--- config.mk ---
export PLATFORM = sky130hd
export DESIGN_NAME = spi_burst_master
export DESIGN_NICKNAME = d
export VERILOG_FILES = /design/src/rtl/spi_burst_master.sv
export SDC_FILE = /design/constraint.sdc
export NUM_CORES = 1
export LEC_CHECK = 0
export CELL_PAD_IN_SITES_DETAIL_PLACEMENT = 1
export CELL_PAD_IN_SITES_GLOBAL_PLACEMENT = 1
export CORE_ASPECT_RATIO = 1.1
export CORE_MARGIN = 10
export CORE_UTILIZATION = 25
export CTS_CLUSTER_DIAMETER = 150
export DETAILED_ROUTE_END_ITERATION = 12
export PLACE_DENSITY = 0.59
export SETUP_SLACK_MARGIN = 0.02
export SLEW_MARGIN = 20
export SYNTH_ARGS = -nofsm -noshare
export SYNTH_HDL_FRONTEND = slang
export SYNTH_SLANG_ARGS = --single-unit
--- constraint.sdc ---
create_clock -name i_clock -period 3.3 [get_ports i_clock]
set_input_delay 0.825 -clock i_clock [delete_from_list [all_inputs] [get_ports i_clock]]
set_output_delay 0.825 -clock i_clock [all_outputs]
set_load 0.02 [all_outputs]
--- src/rtl/spi_burst_master.sv ---
// ============================================================================
// spi_burst_master : framed SPI register master (R/W bit, address, 1..2^BURST_WIDTH words)
// Rev 1.0
// ============================================================================
`default_nettype none

module spi_burst_master #(
  parameter int ADDR_WIDTH   = 7,
  parameter int DATA_WIDTH   = 8,
  parameter int BURST_WIDTH  = 4,
  parameter int CLKDIV_WIDTH = 8
) (
  input  logic                    i_clock,
  input  logic                    i_resetn,
  input  logic                    i_start,
  input  logic                    i_read,
  input  logic [ADDR_WIDTH-1:0]   i_addr,
  input  logic [BURST_WIDTH-1:0]  i_burstLen,
  input  logic [CLKDIV_WIDTH-1:0] i_clkDiv,
  input  logic [DATA_WIDTH-1:0]   i_wrData,
  input  logic                    i_wrValid,
  output logic                    o_wrReady,
  output logic [DATA_WIDTH-1:0]   o_rdData,
  output logic                    o_rdValid,
  output logic                    o_busy,
  output logic                    o_done,
  input  logic                    i_sout,
  output logic                    o_sen,
  output logic                    o_sck,
  output logic                    o_sdat
);

  localparam int HDR_W = ADDR_WIDTH + 1;
  localparam int SH_W  = (HDR_W > DATA_WIDTH) ? HDR_W : DATA_WIDTH;
  localparam int BC_W  = $clog2(SH_W) + 1;
  localparam logic [CLKDIV_WIDTH:0] DIV_ONE = (CLKDIV_WIDTH+1)'(1);

  typedef enum logic [2:0] {
    S_IDLE   = 3'd0,
    S_CMD    = 3'd1,
    S_WAITWR = 3'd2,
    S_DATA   = 3'd3,
    S_HOLD   = 3'd4,
    S_GAP    = 3'd5
  } state_t;

  state_t                  state_q,    state_d;
  logic                    read_q,     read_d;
  logic [CLKDIV_WIDTH-1:0] clkdiv_q,   clkdiv_d;
  logic [BURST_WIDTH-1:0]  word_q,     word_d;
  logic [BC_W-1:0]         bit_q,      bit_d;
  logic [CLKDIV_WIDTH:0]   div_q,      div_d;
  logic [SH_W-1:0]         shift_q,    shift_d;
  logic [DATA_WIDTH-1:0]   rx_q,       rx_d;
  logic                    sen_q,      sen_d;
  logic                    sck_q,      sck_d;
  logic                    sdat_q,     sdat_d;
  logic                    busy_q,     busy_d;
  logic                    done_q,     done_d;
  logic                    rd_valid_q, rd_valid_d;
  logic [DATA_WIDTH-1:0]   rd_data_q,  rd_data_d;
  logic                    wr_ready_q, wr_ready_d;

  // div counts 1..H inside each phase; one extra bit so H = 2^CLKDIV_WIDTH fits
  logic [CLKDIV_WIDTH:0] w_half;
  logic                  w_phase_end;
  assign w_half      = {1'b0, clkdiv_q} + DIV_ONE;
  assign w_phase_end = (div_q == w_half);

  always_comb begin
    state_d    = state_q;
    read_d     = read_q;
    clkdiv_d   = clkdiv_q;
    word_d     = word_q;
    bit_d      = bit_q;
    div_d      = div_q;
    shift_d    = shift_q;
    rx_d       = rx_q;
    sen_d      = sen_q;
    sck_d      = sck_q;
    sdat_d     = sdat_q;
    busy_d     = busy_q;
    done_d     = 1'b0;
    rd_valid_d = 1'b0;
    rd_data_d  = rd_data_q;
    wr_ready_d = wr_ready_q;

    case (state_q)
      S_IDLE: begin
        if (i_start) begin
          read_d   = i_read;
          clkdiv_d = i_clkDiv;
          word_d   = i_burstLen;
          bit_d    = BC_W'(HDR_W - 1);
          div_d    = DIV_ONE;
          shift_d  = '0;
          shift_d[SH_W-1 -: ADDR_WIDTH] = i_addr;
          sdat_d   = i_read;
          sen_d    = 1'b0;
          sck_d    = 1'b0;
          busy_d   = 1'b1;
          state_d  = S_CMD;
        end
      end

      S_CMD, S_DATA: begin
        if (!w_phase_end) begin
          div_d = div_q + 1'b1;
        end else begin
          div_d = DIV_ONE;
          if (!sck_q) begin
            sck_d = 1'b1;
            if (state_q == S_DATA && read_q) begin
              rx_d = {rx_q[DATA_WIDTH-2:0], i_sout};
              if (bit_q == '0) begin
                rd_data_d  = {rx_q[DATA_WIDTH-2:0], i_sout};
                rd_valid_d = 1'b1;
              end
            end
          end else begin
            sck_d = 1'b0;
            if (bit_q != '0) begin
              bit_d   = bit_q - 1'b1;
              sdat_d  = (state_q == S_DATA && read_q) ? 1'b0 : shift_q[SH_W-1];
              shift_d = shift_q << 1;
            end else if (state_q == S_CMD || word_q != '0) begin
              if (state_q == S_DATA) begin
                word_d = word_q - 1'b1;
              end
              if (read_q) begin
                state_d = S_DATA;
                bit_d   = BC_W'(DATA_WIDTH - 1);
                sdat_d  = 1'b0;
              end else begin
                state_d    = S_WAITWR;
                wr_ready_d = 1'b1;
              end
            end else begin
              state_d = S_HOLD;
            end
          end
        end
      end

      // The handshake cycle doubles as the first low cycle of the word's MSB,
      // so a zero-stall write costs no extra cycles.
      S_WAITWR: begin
        if (i_wrValid) begin
          wr_ready_d = 1'b0;
          sdat_d     = i_wrData[DATA_WIDTH-1];
          shift_d    = '0;
          shift_d[SH_W-1 -: DATA_WIDTH-1] = i_wrData[DATA_WIDTH-2:0];
          bit_d      = BC_W'(DATA_WIDTH - 1);
          state_d    = S_DATA;
          if (w_phase_end) begin
            sck_d = 1'b1;
            div_d = DIV_ONE;
          end else begin
            div_d = div_q + 1'b1;
          end
        end
      end

      S_HOLD: begin
        if (w_phase_end) begin
          div_d   = DIV_ONE;
          sen_d   = 1'b1;
          sdat_d  = 1'b0;
          done_d  = 1'b1;
          state_d = S_GAP;
        end else begin
          div_d = div_q + 1'b1;
        end
      end

      S_GAP: begin
        if (w_phase_end) begin
          busy_d  = 1'b0;
          state_d = S_IDLE;
        end else begin
          div_d = div_q + 1'b1;
        end
      end

      default: state_d = S_IDLE;
    endcase
  end

  always_ff @(posedge i_clock or negedge i_resetn) begin
    if (!i_resetn) begin
      state_q    <= S_IDLE;
      read_q     <= 1'b0;
      clkdiv_q   <= '0;
      word_q     <= '0;
      bit_q      <= '0;
      div_q      <= DIV_ONE;
      shift_q    <= '0;
      rx_q       <= '0;
      sen_q      <= 1'b1;
      sck_q      <= 1'b0;
      sdat_q     <= 1'b0;
      busy_q     <= 1'b0;
      done_q     <= 1'b0;
      rd_valid_q <= 1'b0;
      rd_data_q  <= '0;
      wr_ready_q <= 1'b0;
    end else begin
      state_q    <= state_d;
      read_q     <= read_d;
      clkdiv_q   <= clkdiv_d;
      word_q     <= word_d;
      bit_q      <= bit_d;
      div_q      <= div_d;
      shift_q    <= shift_d;
      rx_q       <= rx_d;
      sen_q      <= sen_d;
      sck_q      <= sck_d;
      sdat_q     <= sdat_d;
      busy_q     <= busy_d;
      done_q     <= done_d;
      rd_valid_q <= rd_valid_d;
      rd_data_q  <= rd_data_d;
      wr_ready_q <= wr_ready_d;
    end
  end

  // MSB of an offered word is presented during the handshake cycle (SCK is low)
  assign o_sdat    = (state_q == S_WAITWR && i_wrValid) ? i_wrData[DATA_WIDTH-1] : sdat_q;
  assign o_sen     = sen_q;
  assign o_sck     = sck_q;
  assign o_busy    = busy_q;
  assign o_done    = done_q;
  assign o_rdValid = rd_valid_q;
  assign o_rdData  = rd_data_q;
  assign o_wrReady = wr_ready_q;

endmodule

`default_nettype wire

# ---- Word level (Yosys, flattened, before mapping)
# Index checks and enable logic that the tools add are counted.
dict set report classes {
  addsub 4
  eq_ne 21
  mux 70
  n_bitwise 1
  reduce_logical 29
}
# op n
set ops {}
lappend ops {{two-way mux 4 bit} 13}
lappend ops {{two-way mux 8 bit} 5}
lappend ops {{two-way mux 9 bit} 4}
lappend ops {{case mux 9 bit (4 select lines)} 1}
lappend ops {{two-way mux 1 bit} 30}
lappend ops {{AND reduction 7 bit} 4}
lappend ops {{inequality test 2 bit, second input constant} 13}
lappend ops {{two-way mux 3 bit} 8}
lappend ops {{case mux 8 bit (3 select lines)} 1}
lappend ops {{nonzero test 4 bit} 4}
lappend ops {{case mux 3 bit (5 select lines)} 1}
lappend ops {{case mux 4 bit (3 select lines)} 1}
lappend ops {{AND reduction 5 bit} 2}
lappend ops {{adder 8 x 1 -> 9 bit, second input constant} 1}
lappend ops {{adder 9 x 1 -> 9 bit, second input constant} 1}
lappend ops {{== test 9 bit} 1}
lappend ops {{case mux 4 bit (2 select lines)} 1}
lappend ops {{AND reduction 4 bit} 2}
lappend ops {{AND reduction 8 bit} 1}
lappend ops {{nonzero test 2 bit} 4}
lappend ops {{subtractor 4 x 1 -> 4 bit, second input constant} 2}
lappend ops {{== test 3 x 2 -> 1 bit, second input constant} 2}
lappend ops {{== test 3 bit, second input constant} 2}
lappend ops {{inequality test 3 bit, second input constant} 2}
lappend ops {{15 further kinds} 19}
dict set report word_totals {
  register_bits 59
  input_bits 33
  output_inout_bits 15
  word_cells 141
}

# ---- Depth between registers and ports, before layout
# Gate-level depths: netlist of the first run.
dict set report depth {
  depth_word 7
  mapped_depth 9
  mapped_depth_nobuf 9
}

# ---- Least setup slack after synthesis of the first run
# OpenSTA, ideal clock, no wires.
dict set report synth_path {
  path_type {reg2reg}
  startpoint {reg clkdiv_q[0]}
  endpoint {reg rd_data_q[0], in the netlist o_rdData[0]}
  setup_time_ns 0.125
  arrival_ns 2.421
  t_required_ns 3.175
  path_slack_ns 0.754
  stages_incl_launch_ff 9
  path_buffers 0
  synth_period_minus_slack_ns 2.546
  cell_sequence {dfrtp_1 ha_1 and3_2 xnor2_1 nor4_4 a21boi_4 nand4b_4 nor2_4 mux2_2}
}
dict set report synth_via {
  elab_chain_len 3
}
# element line
set synth_lines {}
lappend synth_lines {{start: declaration} 49} ;# logic [CLKDIV_WIDTH-1:0] clkdiv_q, clkdiv_d;
lappend synth_lines {{start signal: assignment} 210} ;# clkdiv_q <= clkdiv_d;
lappend synth_lines {{adder 8 x 1 -> 9 bit} 67} ;# assign w_half = {1'b0, clkdiv_q} + DIV_ONE;
lappend synth_lines {{== test 9 bit} 68} ;# assign w_phase_end = (div_q == w_half);
lappend synth_lines {{AND reduction 5 bit (no source line)} --}
lappend synth_lines {{end signal: assignment} 222} ;# rd_data_q <= rd_data_d;
lappend synth_lines {{end: declaration} 61} ;# logic [DATA_WIDTH-1:0] rd_data_q, rd_data_d;
# No other way between the ends.
# A chain may end at the register's enable or synchronous reset.

# ---- Worst setup path after layout of the first run
dict set report layout_path {
  startpoint {in i_wrValid}
  endpoint {out o_sdat}
}
dict set report layout_via {
  elab_chain_len 2
}
# element line
set layout_lines {}
lappend layout_lines {{start: declaration} 21} ;# input logic i_wrValid,
lappend layout_lines {{logical AND 1 bit} 228} ;# assign o_sdat = (state_q == S_WAITWR && i_wrValid) ? i_wrData[DATA_WIDTH-1] : sdat_q;
lappend layout_lines {{two-way mux 1 bit} 228}
lappend layout_lines {{end: declaration} 30} ;# output logic o_sdat
# No other way between the ends.

==> results of run 1 <==
## through the flow
step / instances / hold slack [ns]
CTS: 610 / 0.4828
floorplan: 363 / 0.4736
global placement: 594 / 0.4656
global route: 610 / 0.5095
detailed placement: 594 / 0.4750
finish: 610 / 0.4764
## power groups by stage
stage	Clock [mW]	Combinational, mW	Sequential, mW
global route	1.10	0.0724	0.712
finish	1.03	0.0654	0.713
floorplan	0	0.00553	0.725
CTS	1.06	0.0684	0.713
detailed placement	0	0.0674	0.725
global placement	0	0.0669	0.725
## synthesized netlist by cell type (4+ instances only)
cell type | n | area [sq um]
dfrtp_1 | 56 | 1401
nand2_1 | 48 | 180.2
mux2_2 | 23 | 259.0
nor2_1 | 20 | 75.07
nor3_1 | 20 | 100.1
o21ai_0 | 17 | 85.08
nand3_1 | 16 | 80.08
a21oi_1 | 14 | 70.07
a22oi_1 | 14 | 105.1
inv_1 | 13 | 48.80
clkbuf_1 | 12 | 45.04
and3_1 | 10 | 62.56
xnor2_1 | 8 | 70.07
and4_1 | 7 | 61.31
mux2i_1 | 6 | 60.06
ha_1 | 5 | 62.56
nand4_1 | 5 | 31.28
and2_1 | 4 | 25.02
or3_1 | 4 | 25.02
## state kept, by name (all words and copies together), names as in the netlist, 3 cells and up
name	cells
word_q	4
div_q	9
o_rdData	8
shift_q	7
rx_q	7
clkdiv_q	8
bit_q	4
state_q	3
## logic make-up (layout without fill, tap and decap cells)
kind of cell,after synthesis,in the layout
flops,58,58
mux,29,29
compound gates,77,77
xor+xnor,11,11
buf+inv,29,92
fa+ha+maj,5,5
simple gates,154,154
## worst max-delay path, delay by kind of cell
kind / cells / cell delay, ns
buffers and inverters: 2 / 1.11
AND/OR/NAND/NOR: 2 / 0.25
AO/OA/AOI/OAI: 1 / 0.07
## path summary, 6_finish.rpt
kind                       depth (start not counted)              endpoint  slack, ns
max                                                5                o_sdat       0.22
min                                                2     o_sen$_DFFE_PN1P_       0.48
max reg2reg                                        8  div_q[6]$_DFFE_PN0P_       0.37
min reg2reg                                        2     o_sen$_DFFE_PN1P_       0.48
max in group asynchronous                          2   rx_q[2]$_DFFE_PN0P_       2.20
min in group asynchronous                          1  div_q[1]$_DFFE_PN0P_       0.49
## cell type report
type / count / share of cell area (%)
multi-input combinational: 276 / 41.03
timing repair buffer: 62 / 13.12
clock buffer: 9 / 5.004
sequential: 58 / 32.30
clock inverter: 7 / 2.252
tap: 184 / 5.115
inverter: 14 / 1.168
## metal layers
metal	vias up	part of all wire (%)	global-route usage (%)
li1	1451	-	-
met1	1550	46	13.73
met2	41	49	19.04
met3	10	2.8	2.070
met4	0	1.6	5.155
met5	-	0	0
==> results.yml, run 1 <==
outcome:
  outcome: "finished, final reports clean"
floorplan:
  die_h_um: 142.6
  start_util_pct: 25.66
  io_pins: 48
  core_region_area_sq_mm: 0.01332
  die_w_um: 131.5
  rows: 44
  die_area_sq_mm: 0.01876
sta:
  relSlewSlack_pct: 60.53
  hold_violations: 0
  tns_ns: 0
  worst-slew-pin-transition_ns: 0.5920
  finalSetupViolations: 0
  period_needed_ns: 3.082
  finalCritPeriodShare_pct: 93.40
  finClkSkew_ns: 0.007077
  maxSlewViolCount: 0
  rsz0062_at_grt: "no"
  maxClockFrequency_ghz: 0.3244
  fin_ws_ns: 0.2177
yosys:
  synthSimpleGateAreaFrac_pct: 23.98
  synth_edf_count: 0
  synth-seq-area-share_pct: 42.53
  ys_ff_latch: 58
  ys.flop_type: "dfrtp_1"
  muxShareOfSynthArea_pct: 9.334
  synth_fp_nets: 401
  synthXorXnorAreaFrac_pct: 2.818
  synth_top_family_by_area: "simple AND/OR/NAND/NOR gates"
  synth.distinct_cells: 59
  synthAdderAreaFrac_pct: 1.830
  async_reset_ff_share_pct: 100.0
  syn_area_sq_mm: 0.003418
  synth_cells: 363
  syn_area_per_cell_sq_um: 9.417
  ys_warn_count: 0
  synth_compound_area_share_pct: 16.07
placed_design:
  portBuffers: 47
  placed_cell_area_sq_mm: 0.004174
  place_congestion: 0.7893
  hpwl_mm: 7.629
  pre_cts_slack_ns: 0.2203
pwr:
  seqPwrFrac_pct: 39.3
  p_switching_mw: 0.3929
  leakage_nw: 1.911
  p_comb_share_pct: 3.6
  p_int_mw: 1.418
  irDropWorstVdd_v: 0.0001988
  p_sw_share_pct: 21.69
  totalPowerFinal_mw: 1.811
  clkPwrFrac_pct: 57.0
  power_density_mw_per_mm2: 402.5
worst_setup_path:
  required_ns: 2.47
  critPathMaxStageDelay_ns: 0.64
  worstPathArrival_ns: 2.26
  rr_startpoint: "clkdiv_q[0]$_DFFE_PN0P_"
  crit_path_frequent_cell: "clkdlybuf4s50_1"
  crit_slowest_cell: "clkdlybuf4s50_1"
  end_kind: "output pin"
  cp-startpoint: "i_wrValid"
  startpoint_type: "input pin"
  critPathMaxFanout: 3
  path_class: "input pin to output pin"
  path_cells: "clkdlybuf4s50_1, and3_1, nand2_1, o21ai_0, clkdlybuf4s50_1"
clock_network:
  ctsHoldBuffers: 0
  clockBufferDepth: 2
  cts_inserted_buffers: 9
  postCtsResizedCells: 0
  clk_pin_slew_ns: 0.05
  cts.htree.levels: 3
  numClockSinks: 58
  cts_tree: "built"
  post_cts_buffers: 0
  root_buffer: "clkbuf_16"
  insertion_delay_ns: 0.34
layout:
  insertedDiodeCount: 0
  regArea_sq_mm: 0.001454
  fillers: 1557
  drive_above_1_share_pct: 15.49
  fin_util_pct: 33.78
  final_common_cell: "dfrtp_1"
  multi_input_area_sq_mm: 0.001847
  nNetsFinal: 459
  fin_area_sq_mm: 0.004501
  final_cell_mix: "dfrtp_1 (56), nand2_1 (48), clkdlybuf4s50_1 (46), mux2_2 (23)"
  areaGrowthSynthToFinish_pct: 31.66
route:
  routedWlPerCell_um: 17.04
  drt_wl_total_mm: 10.39
  drc: 0
  ant_nets: 0
  num_vias: 3052
  dr.pass1.iters: 4
  drt_iter0_markers: 237
  vias_per_cell: 5.003
global_route:
  grt_max_degree: 37
  grt_use_total_pct: 11.27
  overflow: 0
  grt_first_pass_wirelength_mm: 17.24
  antenna_found_initial: 0
  first_global_vias: 3254
min_path:
  worstHoldStart: "o_sen$_DFFE_PN1P_"
  hold_class: "flop to flop"
flow_run:
  max_cap_violations: 0
Power figures use the tool's default switching activity.
==> run 2: changes to the inputs <==
--- a/constraint.sdc
+++ b/constraint.sdc
@@ -3,2 +3,2 @@
 set_output_delay 0.825 -clock i_clock [all_outputs]
-set_load 0.02 [all_outputs]
+set_load 0.005 [all_outputs]
==> results.yml, run 2 (same netlist as run 1, synthesis figures left out) <==
clock_network:
  cts_inserted_buffers: 9
  insertion_delay_ns: 0.33
  root_buffer: "clkbuf_16"
  postCtsResizedCells: 0
  clk_pin_slew_ns: 0.05
  numClockSinks: 58
  cts.htree.levels: 3
  cts_tree: "built"
  clockBufferDepth: 2
  ctsHoldBuffers: 0
  post_cts_buffers: 0
layout:
  insertedDiodeCount: 0
  final_common_cell: "dfrtp_1"
  fin_cells: 611
  fin_util_pct: 33.92
  nNetsFinal: 460
  drive_above_1_share_pct: 15.69
  final_cell_mix: "dfrtp_1 (56), nand2_1 (48), clkdlybuf4s50_1 (46), mux2_2 (23)"
  largest-register: "div_q"
  areaGrowthSynthToFinish_pct: 32.21
  largest_reg_flops: 9
  fillers: 1564
sta:
  finalCritPeriodShare_pct: 91.19
  rsz0062_at_grt: "no"
  hold_violations: 0
  period_needed_ns: 3.009
  maxSlewViolCount: 0
  fin_ws_ns: 0.2907
  maxClockFrequency_ghz: 0.3323
  relSlewSlack_pct: 44.02
  tns_ns: 0
  finalSetupViolations: 0
  worst-slew-pin-transition_ns: 0.8397
  finClkSkew_ns: 0.006547
worst_setup_path:
  required_ns: 2.47
  critPathMaxFanout: 3
  end_kind: "output pin"
  path_cells: "clkdlybuf4s50_1, and3_1, nand2_1, o21ai_0, clkdlybuf4s50_1"
  startpoint_type: "input pin"
  crit_slowest_cell: "clkdlybuf4s50_1"
  path_class: "input pin to output pin"
  path_buf_inv: 2
  crit_path_frequent_cell: "clkdlybuf4s50_1"
  worstPathArrival_ns: 2.18
  critPathMaxStageDelay_ns: 0.53
  path_delay_family: "buffers and inverters"
placed_design:
  hpwl_mm: 7.831
  portBuffers: 47
  place_congestion: 0.7874
  place_inst: 595
  pre_cts_slack_ns: 0.2845
route:
  vias_per_cell: 4.982
  ant_nets: 0
  dr_wl_met3_um: 308
  num_vias: 3044
  top_layer: "met4"
  dr.pass1.iters: 4
  drt_wl_total_mm: 10.59
  wl_met2_mm: 5.284
  routedWlPerCell_um: 17.32
  wl_met1_mm: 4.817
  drc: 0
  drt_iter0_markers: 227
outcome:
  outcome: "finished, final reports clean"
pwr:
  power_density_mw_per_mm2: 420.2
  totalPowerFinal_mw: 1.899
  leakage_nw: 1.930
  irDropWorstVdd_v: 0.0002108
floorplan:
  rows: 44
  die_h_um: 142.6
  io_pins: 48
  die_w_um: 131.5
  core_region_area_sq_mm: 0.01332
  start_util_pct: 25.66
  die_area_sq_mm: 0.01876
global_route:
  antenna_found_initial: 0
  first_global_vias: 3230
  grt_first_pass_wirelength_mm: 17.43
  grt_max_degree: 34
  grt_use_total_pct: 11.46
  overflow: 0
flow_run:
  max_cap_violations: 0
min_path:
  hold_class: "flop to flop"
==> run 2: changes by cell type in the layout (fill, tap and decap cells not counted) <==
cell,previous run,this run
buf_12,1,0
buf_4,14,16
bufinv_16,2,3
clkinv_4,1,2
clkinvlp_4,2,0
==> run 2: layer usage <==
metal	up-vias	global-route usage (%)
met1	1537	13.89
li1	1451	-
met3	12	2.632
met2	44	19.44
met5	-	0
met4	0	4.452
==> run 2: worst min-delay path, delay by kind of cell, from the launching register on <==
kind,cells,cell delay [ns]
buf+inv,1,0.05
flops,1,0.38
compound gates,1,0.05
==> run 2: area by class of cell <==
cell class | count | area [sq um] | share of cell area [%]
Multi-Input combinational cell | 276 | 1847 | 40.86
Clock buffer | 9 | 225.2 | 4.983
Sequential cell | 58 | 1454 | 32.17
Timing Repair Buffer | 63 | 585.6 | 12.96
Tap cell | 184 | 230.2 | 5.094
Inverter | 14 | 52.55 | 1.163
Clock inverter | 7 | 125.1 | 2.769
==> run 2: path summary, 6_finish.rpt <==
| kind | start | endpoint | slack, ns | depth (start not counted) |
|---|---|---|---|---|
| worst max-delay path | i_wrValid | o_sdat | 0.29 | 5 |
| worst min-delay path | o_sen$_DFFE_PN1P_ | o_sen$_DFFE_PN1P_ | 0.48 | 2 |
| worst max register to register | clkdiv_q[0]$_DFFE_PN0P_ | o_rdData[6]$_DFFE_PN0P_ | 0.38 | 8 |
| worst min register to register | o_sen$_DFFE_PN1P_ | o_sen$_DFFE_PN1P_ | 0.48 | 2 |
| min in group asynchronous | i_resetn | sdat_q$_DFFE_PN0P_ | 0.60 | 1 |
| max in group asynchronous | i_resetn | o_rdValid$_DFF_PN0_ | 1.97 | 2 |
==> run 2: per-stage QoR <==
stage | instance area [sq um] | hold slack, ns
floorplan | 3418 | 0.4571
global placement | 4169 | 0.4688
detailed placement | 4169 | 0.4747
CTS | 4519 | 0.4834
global route | 4519 | 0.5046
finish | 4519 | 0.4798
==> run 2: report_power, final <==
part           internal, mW  switching, mW
Clock                 0.745          0.377
Sequential            0.712       0.000431
Combinational        0.0379         0.0263
Total                  1.50          0.404
==> run 3: changes to the inputs <==
- clock period: 3.3 -> 3.4 ns (I/O delays scaled with it)
==> results.yml, run 3 (same netlist as run 1, synthesis figures left out) <==
outcome:
  outcome: "finished, final reports clean"
worst_setup_path:
  crit_slowest_cell: "clkdlybuf4s50_1"
  worstPathArrival_ns: 2.23
  required_ns: 2.55
  startpoint_type: "input pin"
  path_class: "input pin to output pin"
  end_kind: "output pin"
  critPathMaxStageDelay_ns: 0.53
  crit_path_frequent_cell: "clkdlybuf4s50_1"
  critPathMaxFanout: 3
  path_cells: "clkdlybuf4s50_1, and3_1, nand2_1, o21ai_0, clkdlybuf4s50_1"
sta:
  hold_violations: 0
  timing.hold.ws_ns: 0.4807
  period_needed_ns: 3.082
  relSlewSlack_pct: 60.99
  maxClockFrequency_ghz: 0.3245
  finalCritPeriodShare_pct: 90.64
  finClkSkew_ns: 0.007686
  finalSetupViolations: 0
  tns_ns: 0
  maxSlewViolCount: 0
  worst-slew-pin-transition_ns: 0.5851
  rsz0062_at_grt: "no"
floorplan:
  die_area_sq_mm: 0.01876
  start_util_pct: 25.66
  die_w_um: 131.5
  die_h_um: 142.6
  io_pins: 48
  rows: 44
  core_region_area_sq_mm: 0.01332
route:
  num_vias: 3030
  ant_nets: 0
  drc: 0
  dr.pass1.iters: 4
  drt_wl_total_mm: 10.35
  vias_per_cell: 4.975
  drt_iter0_markers: 190
  routedWlPerCell_um: 17.00
pwr:
  p_comb_share_pct: 3.7
  p_sw_share_pct: 22.37
  p_switching_mw: 0.3744
  irDropWorstVdd_v: 0.0001974
  power_density_mw_per_mm2: 375.4
  seqPwrFrac_pct: 41.3
  leakage_nw: 1.893
  p_int_mw: 1.299
  clkPwrFrac_pct: 55.0
global_route:
  grt_use_total_pct: 11.51
  antenna_found_initial: 0
  grt_first_pass_wirelength_mm: 17.37
  grt_max_degree: 44
  overflow: 0
  first_global_vias: 3266
layout:
  fin_area_sq_mm: 0.004458
  largest-register: "div_q"
  final_common_cell: "dfrtp_1"
  largest_reg_flops: 9
  final_cell_mix: "dfrtp_1 (56), nand2_1 (48), clkdlybuf4s50_1 (46), mux2_2 (23)"
  areaGrowthSynthToFinish_pct: 30.42
  drive_above_1_share_pct: 15.29
  insertedDiodeCount: 0
  nNetsFinal: 458
clock_network:
  cts_tree: "built"
  cts.htree.levels: 3
  insertion_delay_ns: 0.34
  postCtsResizedCells: 0
  clockBufferDepth: 2
  numClockSinks: 58
  post_cts_buffers: 0
  clk_pin_slew_ns: 0.05
  cts_inserted_buffers: 9
  root_buffer: "clkbuf_16"
  ctsHoldBuffers: 0
placed_design:
  portBuffers: 47
  place_congestion: 0.7709
  hpwl_mm: 7.563
  placed_cell_area_sq_mm: 0.004154
flow_run:
  max_cap_violations: 0
min_path:
  hold_class: "flop to flop"
==> run 3: path summary, 6_finish.rpt <==
check,cells after the start,startpoint,slack [ns],end
setup / recovery,5,i_wrValid,0.32,o_sdat
hold / removal,2,o_sen$_DFFE_PN1P_,0.48,o_sen$_DFFE_PN1P_
setup reg to reg,8,clkdiv_q[0]$_DFFE_PN0P_,0.46,div_q[3]$_DFFE_PN0P_
hold reg to reg,2,o_sen$_DFFE_PN1P_,0.48,o_sen$_DFFE_PN1P_
max in group asynchronous,2,i_resetn,2.24,rx_q[0]$_DFFE_PN0P_
min in group asynchronous,1,i_resetn,0.52,state_q[0]$_DFFE_PN0P_
==> run 3: layout make-up <==
type / count / area, sq um
fillers: 1563 / 8865
flip-flops and latches: 58 / 1454
clock buffers: 9 / 225.2
multi-input cells: 276 / 1847
repair buffers: 61 / 573.1
well taps: 184 / 230.2
inverters: 14 / 52.55
clock inverters: 7 / 76.32
==> run 3: power groups by stage <==
stage	registers, mW	logic [mW]	clock network [mW]
CTS	0.692	0.0638	0.953
detailed placement	0.704	0.0632	0
finish	0.692	0.0613	0.920
global route	0.691	0.0685	0.988
floorplan	0.704	0.00536	0
global placement	0.704	0.0622	0
==> run 3: metrics by stage <==
stage / total power [mW] / worst slack, ns / util, % / cells
3_5_place_dp: 0.7672 / 0.3138 / 31.18 / 593
2_1_floorplan: 0.7093 / 0.8539 / - / 363
3_3_place_gp: 0.7661 / 0.3282 / 31.18 / 593
4_1_cts: 1.709 / 0.3001 / 33.44 / 609
6_report: 1.673 / 0.3182 / 33.46 / 609
5_1_grt: 1.748 / 0.1619 / 33.46 / 609
==> run 3: worst max-delay path: cells and delay by family <==
kind	cells	cell delay (ns)
compound gates	1	0.07
buf+inv	2	1.05
simple gates	2	0.27
==> run 3: metal layers <==
layer | share of wire (%) | up-vias | global-route usage [%] | wire, um
met5 | 0 | - | 0 | 0
met4 | 1.7 | 0 | 4.101 | 176
met3 | 3.2 | 11 | 3.298 | 327
met2 | 50 | 52 | 19.49 | 5138
met1 | 45 | 1523 | 13.72 | 4709
li1 | - | 1444 | - | -
